<file path="config.mk">
export PLATFORM = sky130hd
export DESIGN_NAME = fetch_unit
export DESIGN_NICKNAME = d
export VERILOG_FILES = /design/src/rtl/all_pkgs.sv /design/src/rtl/fetch_unit_pc_gen.sv /design/src/rtl/fetch_unit.sv
export SDC_FILE = /design/constraint.sdc
export NUM_CORES = 1
export LEC_CHECK = 0
export CAP_MARGIN = 15
export CORE_MARGIN = 8
export CORE_UTILIZATION = 41
export DETAILED_ROUTE_END_ITERATION = 8
export PLACE_DENSITY = 0.79
export SYNTH_ARGS = -nofsm -noshare
export SYNTH_HDL_FRONTEND = slang
export SYNTH_HIERARCHICAL = 1
export SYNTH_SLANG_ARGS = --single-unit
export TNS_END_PERCENT = 20
</file>
<file path="constraint.sdc">
create_clock -name clk -period 2.4 [get_ports clk]
set_input_delay 0.24 -clock clk [delete_from_list [all_inputs] [get_ports clk]]
set_output_delay 0.24 -clock clk [all_outputs]
set_load 0.03 [all_outputs]
</file>
<file path="src/rtl/all_pkgs.sv">
// all_pkgs: types and constants shared by the fetch and decode stages.
//   WIDTH         - datapath / address width of the core.
//   NOP_INSTR     - canonical ADDI x0,x0,0 used to fill empty pipeline slots.
//   fetch_state_t - fetch FSM states.
//   if_id_t       - IF/ID pipeline register contents (also consumed by decode).
//   pc_sel_t      - next-PC mux select for pc_gen.
package all_pkgs;

   localparam int unsigned WIDTH = 32;
   localparam logic [WIDTH-1:0] NOP_INSTR = 32'h0000_0013;

   typedef enum logic [1:0] {
      BOOT,
      RUN,
      HALTED
   } fetch_state_t;

   typedef struct packed {
      logic             valid;
      logic [WIDTH-1:0] pc;
      logic [WIDTH-1:0] instr;
   } if_id_t;

   typedef enum logic [1:0] {
      PC_HOLD,
      PC_LOAD,
      PC_INCR
   } pc_sel_t;

   // Empty IF/ID slot: not valid, carries a NOP so decode sees harmless bits.
   function automatic if_id_t if_id_bubble();
      if_id_t b;
      b.valid = 1'b0;
      b.pc    = '0;
      b.instr = NOP_INSTR;
      return b;
   endfunction

endpackage

</file>
<file path="src/rtl/fetch_unit_pc_gen.sv">
// pc_gen: program counter register and next-PC mux for the fetch stage.
// Ports:
//   clk       - core clock
//   rst_n     - asynchronous active-low reset, loads RESET_PC
//   pc_sel_i  - hold / load redirect target / advance by one word
//   load_pc_i - redirect target (already word-aligned by the caller)
//   pc_o      - current PC
module pc_gen
   import all_pkgs::*;
#(
   parameter logic [WIDTH-1:0] RESET_PC = '0
) (
   input  logic             clk,
   input  logic             rst_n,
   input  pc_sel_t          pc_sel_i,
   input  logic [WIDTH-1:0] load_pc_i,
   output logic [WIDTH-1:0] pc_o
);

   logic [WIDTH-1:0] pc_d, pc_q;

   // The +4 wraps naturally modulo 2^WIDTH.
   always_comb begin
      pc_d = pc_q;
      unique case (pc_sel_i)
         PC_HOLD: pc_d = pc_q;
         PC_LOAD: pc_d = load_pc_i;
         PC_INCR: pc_d = pc_q + WIDTH'(4);
         default: pc_d = pc_q;
      endcase
   end

   always_ff @(posedge clk or negedge rst_n) begin
      if (!rst_n) begin
         pc_q <= RESET_PC;
      end else begin
         pc_q <= pc_d;
      end
   end

   assign pc_o = pc_q;

endmodule

</file>
<file path="src/rtl/fetch_unit.sv">
// fetch_unit: IF stage of the RV32I pipeline. Owns the PC, requests words from a
// combinational instruction ROM and captures them into the IF/ID register.
// Handles stall, redirect-with-flush and halt on EBREAK.
// Optional build macro: FETCH_ALIGN_CHK_EN - a misaligned redirect halts fetch and
// pulses fetch_misaligned; without it the target's low two bits are dropped.
// Ports:
//   clk, rst_n                - clock, asynchronous active-low reset
//   stall                     - hold PC and IF/ID (hazard unit)
//   redirect, redirect_pc     - taken branch/jump from EX and its target
//   imem_addr, imem_req       - ROM byte address and request
//   imem_valid, imem_instr    - ROM response (same cycle as request)
//   if_id_valid/pc/instr      - IF/ID register contents
//   halted                    - fetch stopped (EBREAK or misaligned trap)
//   fetch_misaligned          - one-cycle pulse on a misaligned redirect
module fetch_unit
   import all_pkgs::*;
#(
   parameter logic [WIDTH-1:0] RESET_PC     = 32'h0000_0000,
   parameter logic [WIDTH-1:0] EBREAK_INSTR = 32'h0010_0073
) (
   input  logic             clk,
   input  logic             rst_n,
   input  logic             stall,
   input  logic             redirect,
   input  logic [WIDTH-1:0] redirect_pc,
   output logic [WIDTH-1:0] imem_addr,
   output logic             imem_req,
   input  logic             imem_valid,
   input  logic [WIDTH-1:0] imem_instr,
   output logic             if_id_valid,
   output logic [WIDTH-1:0] if_id_pc,
   output logic [WIDTH-1:0] if_id_instr,
   output logic             halted,
   output logic             fetch_misaligned
);

   fetch_state_t     state_d, state_q;
   if_id_t           if_id_d, if_id_q;
   logic             misaligned_d, misaligned_q;
   pc_sel_t          pc_sel;
   logic [WIDTH-1:0] pc;
   logic [WIDTH-1:0] load_pc;
   logic             bad_redirect;

   assign load_pc = {redirect_pc[WIDTH-1:2], 2'b00};

`ifdef FETCH_ALIGN_CHK_EN
   assign bad_redirect = redirect && (redirect_pc[1:0] != 2'b00);
`else
   logic unused_redirect_lsbs;
   assign unused_redirect_lsbs = ^redirect_pc[1:0];
   assign bad_redirect         = 1'b0;
`endif

   pc_gen #(
      .RESET_PC (RESET_PC)
   ) u_pc_gen (
      .clk       (clk),
      .rst_n     (rst_n),
      .pc_sel_i  (pc_sel),
      .load_pc_i (load_pc),
      .pc_o      (pc)
   );

   // State register.
   always_ff @(posedge clk or negedge rst_n) begin
      if (!rst_n) begin
         state_q <= BOOT;
      end else begin
         state_q <= state_d;
      end
   end

   // Next state plus PC / IF/ID datapath control.
   always_comb begin
      state_d      = state_q;
      pc_sel       = PC_HOLD;
      if_id_d      = if_id_q;
      misaligned_d = 1'b0;
      unique case (state_q)
         BOOT: begin
            state_d = RUN;
            if (redirect) begin
               if (bad_redirect) begin
                  misaligned_d = 1'b1;
                  state_d      = HALTED;
               end else begin
                  pc_sel = PC_LOAD;
               end
            end
         end
         RUN: begin
            // Redirect wins over stall: the wrong-path slot must be killed.
            if (redirect) begin
               if_id_d = if_id_bubble();
               if (bad_redirect) begin
                  misaligned_d = 1'b1;
                  state_d      = HALTED;
               end else begin
                  pc_sel = PC_LOAD;
               end
            end else if (stall) begin
               if_id_d = if_id_q;
            end else if (imem_valid) begin
               if_id_d.valid = 1'b1;
               if_id_d.pc    = pc;
               if_id_d.instr = imem_instr;
               pc_sel        = PC_INCR;
               // EBREAK still reaches decode; fetch stops behind it.
               if (imem_instr == EBREAK_INSTR) begin
                  state_d = HALTED;
               end
            end else begin
               if_id_d = if_id_bubble();
            end
         end
         HALTED: begin
            if (!stall) begin
               if_id_d = if_id_bubble();
            end
         end
         default: state_d = BOOT;
      endcase
   end

   // Outputs decoded from state.
   always_comb begin
      imem_req = (state_q == RUN) && !stall && !redirect;
      halted   = (state_q == HALTED);
   end

   always_ff @(posedge clk or negedge rst_n) begin
      if (!rst_n) begin
         if_id_q      <= if_id_bubble();
         misaligned_q <= 1'b0;
      end else begin
         if_id_q      <= if_id_d;
         misaligned_q <= misaligned_d;
      end
   end

   assign imem_addr        = pc;
   assign if_id_valid      = if_id_q.valid;
   assign if_id_pc         = if_id_q.pc;
   assign if_id_instr      = if_id_q.instr;
   assign fetch_misaligned = misaligned_q;

endmodule

</file>
Yosys cells after proc, flatten, opt, wreduce, memory -nomap -nowiden. Index checks and enable logic that the tools add are counted.

Input port bits: 69. Logic and storage cells: 43. Bits in registers: 99. Output and inout bits: 100.

Add/subtract/negate cells: 1. Mux-type cells: 16. Reduce and logical (&&, ||, !) cells: 9. Equal/unequal tests: 11. Bitwise operators: 1.

Operators with widths (number): two-way mux 65 bit (4); one-hot mux 65 bit (2 select lines) (1); one-hot mux 32 bit (2 select lines) (1); adder 32 x 3 -> 32 bit (second input constant) (1); equality test 32 x 21 -> 1 bit (second input constant) (1); two-way mux 2 bit (7); != test 2 bit (second input constant) (5); one-hot mux 2 bit (3 select lines) (1); AND reduction 5 bit (1); equality test 2 x 1 -> 1 bit (second input constant) (2); equality test 2 bit (second input constant) (2); one-hot mux 2 bit (2 select lines) (1); nonzero test 2 bit (2); != test 3 bit (second input constant) (1); AND reduction 3 bit (1); logical AND 1 bit (2); zero test 1 bit (2); zero test 2 bit (1); two-way mux 1 bit (1); NOT 1 bit (1).

Longest topological paths before layout.
Word-level depth: 6. Depth in mapped cells: 9.

Hierarchy. The synthesis kept the hierarchy.

Modules (own cells, without submodules): fetch_unit (cells an instance 180, area each 2503.7 sq um, times used 1); pc_gen (cells an instance 255, area each 2248.4 sq um, times used 1).

Worst setup path after synthesis. No wires, ideal clock.

Path type: reg-to-reg. Start: reg state_q[1]. End: reg u_pc_gen.pc_q[26] (netlist: u_pc_gen/pc_o[26]). Cell stages (with the launch flop): 10. Path buffers: 3. Setup slack: -35 ps. Required time: 2260 ps. Data arrival time: 2296 ps. Cells stage by stage: dfrtp_1 -> or3b_1 -> nor3b_2 -> buf_2 -> ha_1 -> buf_2 -> buf_1 -> nand3_1 -> o32ai_1 -> a21oi_1.

Cells in the longest elaborated chain, start to end: 4. Elaborated cells on any way between the ends: 7. Classes of those cells: 3 x eq/ne; 2 x mux; 2 x reduce/logical.

RTL lines: start: declaration (RTL line fetch_unit.sv:37) `fetch_state_t state_d, state_q;`; start signal: assignment (RTL line fetch_unit.sv:70) `state_q <= state_d;`; equality test 2 x 1 -> 1 bit or zero test 2 bit (tied branches) (RTL line fetch_unit.sv:80) `unique case (state_q)`; one-hot mux 2 bit (2 select lines) (*) (RTL line fetch_unit.sv:80); via pc_sel[1] (RTL line fetch_unit.sv:40) `pc_sel_t pc_sel;`; equality test 2 bit or equality test 2 x 1 -> 1 bit (tied branches) (RTL line fetch_unit_pc_gen.sv:25) `unique case (pc_sel_i)`; one-hot mux 32 bit (2 select lines) or nonzero test 2 bit (tied branches); end signal: assignment (RTL line fetch_unit_pc_gen.sv:37) `pc_q <= pc_d;`; end: declaration (RTL line fetch_unit_pc_gen.sv:20) `logic [WIDTH-1:0] pc_d, pc_q;`.

The timed path passes the listed nets; every way through them passes the cells marked *. A chain may end at the register's enable or synchronous reset.

Final worst setup path.
Start: reg state_q[1]. End: reg u_pc_gen.pc_q[30] (netlist: u_pc_gen/pc_o[30]).

Cells in the longest elaborated chain, start to end: 4. Elaborated cells on any way between the ends: 7. Classes of those cells: 3 x eq/ne; 2 x mux; 2 x reduce/logical.

RTL lines (RTL line): equality test 2 x 1 -> 1 bit or zero test 2 bit (tied branches) (fetch_unit.sv:80); one-hot mux 2 bit (2 select lines) (*) (fetch_unit.sv:80); equality test 2 bit or equality test 2 x 1 -> 1 bit (tied branches) (fetch_unit_pc_gen.sv:25); one-hot mux 32 bit (2 select lines) or nonzero test 2 bit (tied branches).

Every way passes the cells marked *; elsewhere a longest branch is shown, timed or not.

==> flow_metrics.py <==
metrics = {
    "worst_setup_path": {
        "start_kind": "flip-flop",
        "critPathArrivalTime_ps": 2580,
        "critPathMaxFanout": 12,
        "crit_chain": "or3b_1 -> nor3b_4 -> ha_2 -> nor2_1 -> buf_4 -> buf_4 -> a22oi_1 -> nand3b_1",
        "cp.required_ps": 2680,
        "endpoint_kind": "flip-flop",
        "critPathSlowestCell": "or3b_1",
        "critPathMaxStageDelay_ps": 450,
        "critPathMostFrequentCell": "buf_4",
        "critPathKind": "flip-flop to flip-flop",
    },
    "logic_synthesis": {
        "yosys_warnings": 6,
        "synth_edf_count": 0,
        "synth_cell_types": 65,
        "seq_area_frac_synth": 0.522,
        "synth_flop_cell": "dfrtp_1",
        "yosys_register_bits": 99,
        "synth_area_mm2": 0.00475,
        "synth_cells": 435,
        "synthArstFlopShare": 1.00,
        "avgSynthCellArea_um2": 10.9,
    },
    "final_layout": {
        "multi_input_area_mm2": 0.00206,
        "syn2layout_area_growth_pct": 47.5,
        "layout_commonest_cell": "clkdlybuf4s50_1",
        "fillers": 957,
        "antennaDiodeCount": 0,
        "fin_area_mm2": 0.00701,
        "nets": 689,
        "drive_gt1_frac": 0.117,
        "stdcell_count": 765,
        "layout_common_cells": "clkdlybuf4s50_1 (163), dfrtp_1 (96), a22o_1 (60), buf_4 (33), a21oi_1 (28)",
        "seq_area_mm2": 0.00248,
    },
    "clock_tree": {
        "clk_path_buf_depth": 2,
        "cts.sinks": 99,
        "cts_root_buffer": "clkbuf_16",
        "cts.clk_slew.worst_paths_ps": 70,
        "cts_setup_buffers": 0,
        "cts_tree": "done",
        "clk_latency_ps": 340,
        "cts_buffers": 9,
        "htreeDepth": 3,
    },
    "placement": {
        "placed_area_mm2": 0.00672,
        "numPortBuffers": 165,
        "dp_cells": 748,
        "hpwl_um": 11400,
        "place_ws_ps": -127,
        "gp_congestion": 0.881,
    },
    "floorplan": {
        "die_area_mm2": 0.0153,
        "start_util": 0.418,
        "die_w_um": 124,
        "coreArea_mm2": 0.0114,
        "die_height_um": 124,
        "rows": 39,
        "io_pins": 169,
    },
    "timing": {
        "layout_min_cycle_time_ps": 2300,
        "period_share": 0.959,
        "grt_setup_unrepaired": "true",
        "relSlewSlack": 0.595,
        "tightest_slew_ps": 603,
        "fmax_ghz": 0.435,
        "finalSetupViolCount": 0,
        "slew_viol_final": 0,
        "setup_ws_ps": 99.1,
        "fin_hold_ws_ps": 426,
        "hold_viol": 0,
        "fin_worst_skew_ps": 6.55,
    },
    "global_routing": {
        "grt-ovfl-total": 0,
        "grt_pass1_vias": 4607,
        "antenna_found_initial": 0,
        "grt_pass1_wl_um": 24100,
        "gr-usage-all-layers": 0.200,
        "grt_max_degree": 59,
    },
    "min_path": {
        "hp-class": "input port to asynchronous set/reset pin",
    },
    "power_and_ir_drop": {
        "p_leak_nw": 3.04,
        "max-vdd-ir-drop_uv": 346,
        "finalPower_w": 0.00349,
        "power_density_mw_per_mm2": 498,
    },
    "drt": {
        "drt_iter0_markers": 373,
        "wirelength_um": 15500,
        "ant_nets": 0,
        "wl_per_cell_um": 20.3,
        "drc": 0,
        "via_per_inst": 5.94,
        "drtPass1Iterations": 5,
        "via_count": 4544,
    },
    "run": {
        "drv_cap": 0,
    },
    "run_status": {
        "outcome": "finished clean",
    },
}
## sequential cells by signal, indices dropped and copies added, names as in the netlist
register       count
if_id_valid        1
if_id_pc          32
if_id_instr       32
state_q            2
u_pc_gen/pc_o     32
## worst max-delay path: cells and delay by family (launching register included)
family,cells,cell delay (ps)
and+or+nand+nor,4,1040
DFF,1,410
adders and majority gates,1,400
buffers and inverters,2,300
AOI/OAI and AO/OA,1,70
## kinds of logic after synthesis
kind of cell,Yosys count,synth area share
AO/OA/AOI/OAI,152,0.243
AND/OR/NAND/NOR,128,0.167
flip-flops,99,0.522
buffers and inverters,49,0.0527
multiplexers,3,0.00632
adder cells (fa/ha/maj),3,0.00790
other,1,0.000789
## report_power, final
group | leakage [nW] | internal [W] | switching (W)
Sequential | 1.32 | 0.00170 | 0.0000596
Combinational | 1.59 | 0.000201 | 0.000207
Clock | 0.130 | 0.000729 | 0.000595
## per-stage QoR
step            util  TNS [ps]
3_3_place_gp   0.591      -431
3_5_place_dp   0.591     -1820
6_report       0.617         0
2_1_floorplan      -     -14.2
5_1_grt        0.617     -12.1
4_1_cts        0.616         0
## cells in the mapped netlist, types with 6 or more instances
cell type / n / area share
nor2b_1: 7 / 0.0092
and3_1: 6 / 0.0079
a21oi_1: 29 / 0.031
buf_1: 7 / 0.0055
nand2_1: 11 / 0.0087
dfrtp_1: 96 / 0.51
nor2_1: 24 / 0.019
nor4_1: 8 / 0.011
nand3_1: 20 / 0.021
nand4_1: 16 / 0.021
a22oi_1: 8 / 0.013
o21ai_0: 11 / 0.012
inv_1: 17 / 0.013
a22o_1: 60 / 0.11
o22a_1: 7 / 0.013
clkbuf_1: 7 / 0.0055
buf_2: 11 / 0.012
## timing repair
action / 4_1_cts / 5_1_grt
gates resized for setup: 0 / 4
endpoints found under the hold margin: 38 / 0
hold buffers: 1 / 0
setup endpoints to repair: 0 / 11
## area by class of cell
type,instances,area share
clock buffers,13,0.0357
clock inverters,3,0.00250
inverters,17,0.00910
multi-input cells,289,0.293
flip-flops and latches,99,0.354
well taps,143,0.0255
repair buffers,201,0.280
## path summary, 6_finish.rpt
path,startpoint,endpoint,slack [ps],depth (start not counted)
min in group clk,if_id_instr[1],if_id_instr[1],460,2
worst min register to register,if_id_instr[1],if_id_instr[1],460,2
worst max register to register,state_q[1],u_pc_gen/pc_o[30],100,8
worst max-delay path,state_q[1],u_pc_gen/pc_o[30],100,8
max in group asynchronous,rst_n,u_pc_gen/pc_o[2],1290,3
worst min-delay path,rst_n,if_id_instr[7],430,2
## per-layer routing
layer	track usage	routed length [um]	vias up
met4	0.0828	252	0
li1	-	-	2053
met2	0.320	7140	254
met5	0	0	-
met1	0.250	6440	2219
met3	0.0576	1690	18
Power figures use the tool's default switching activity.
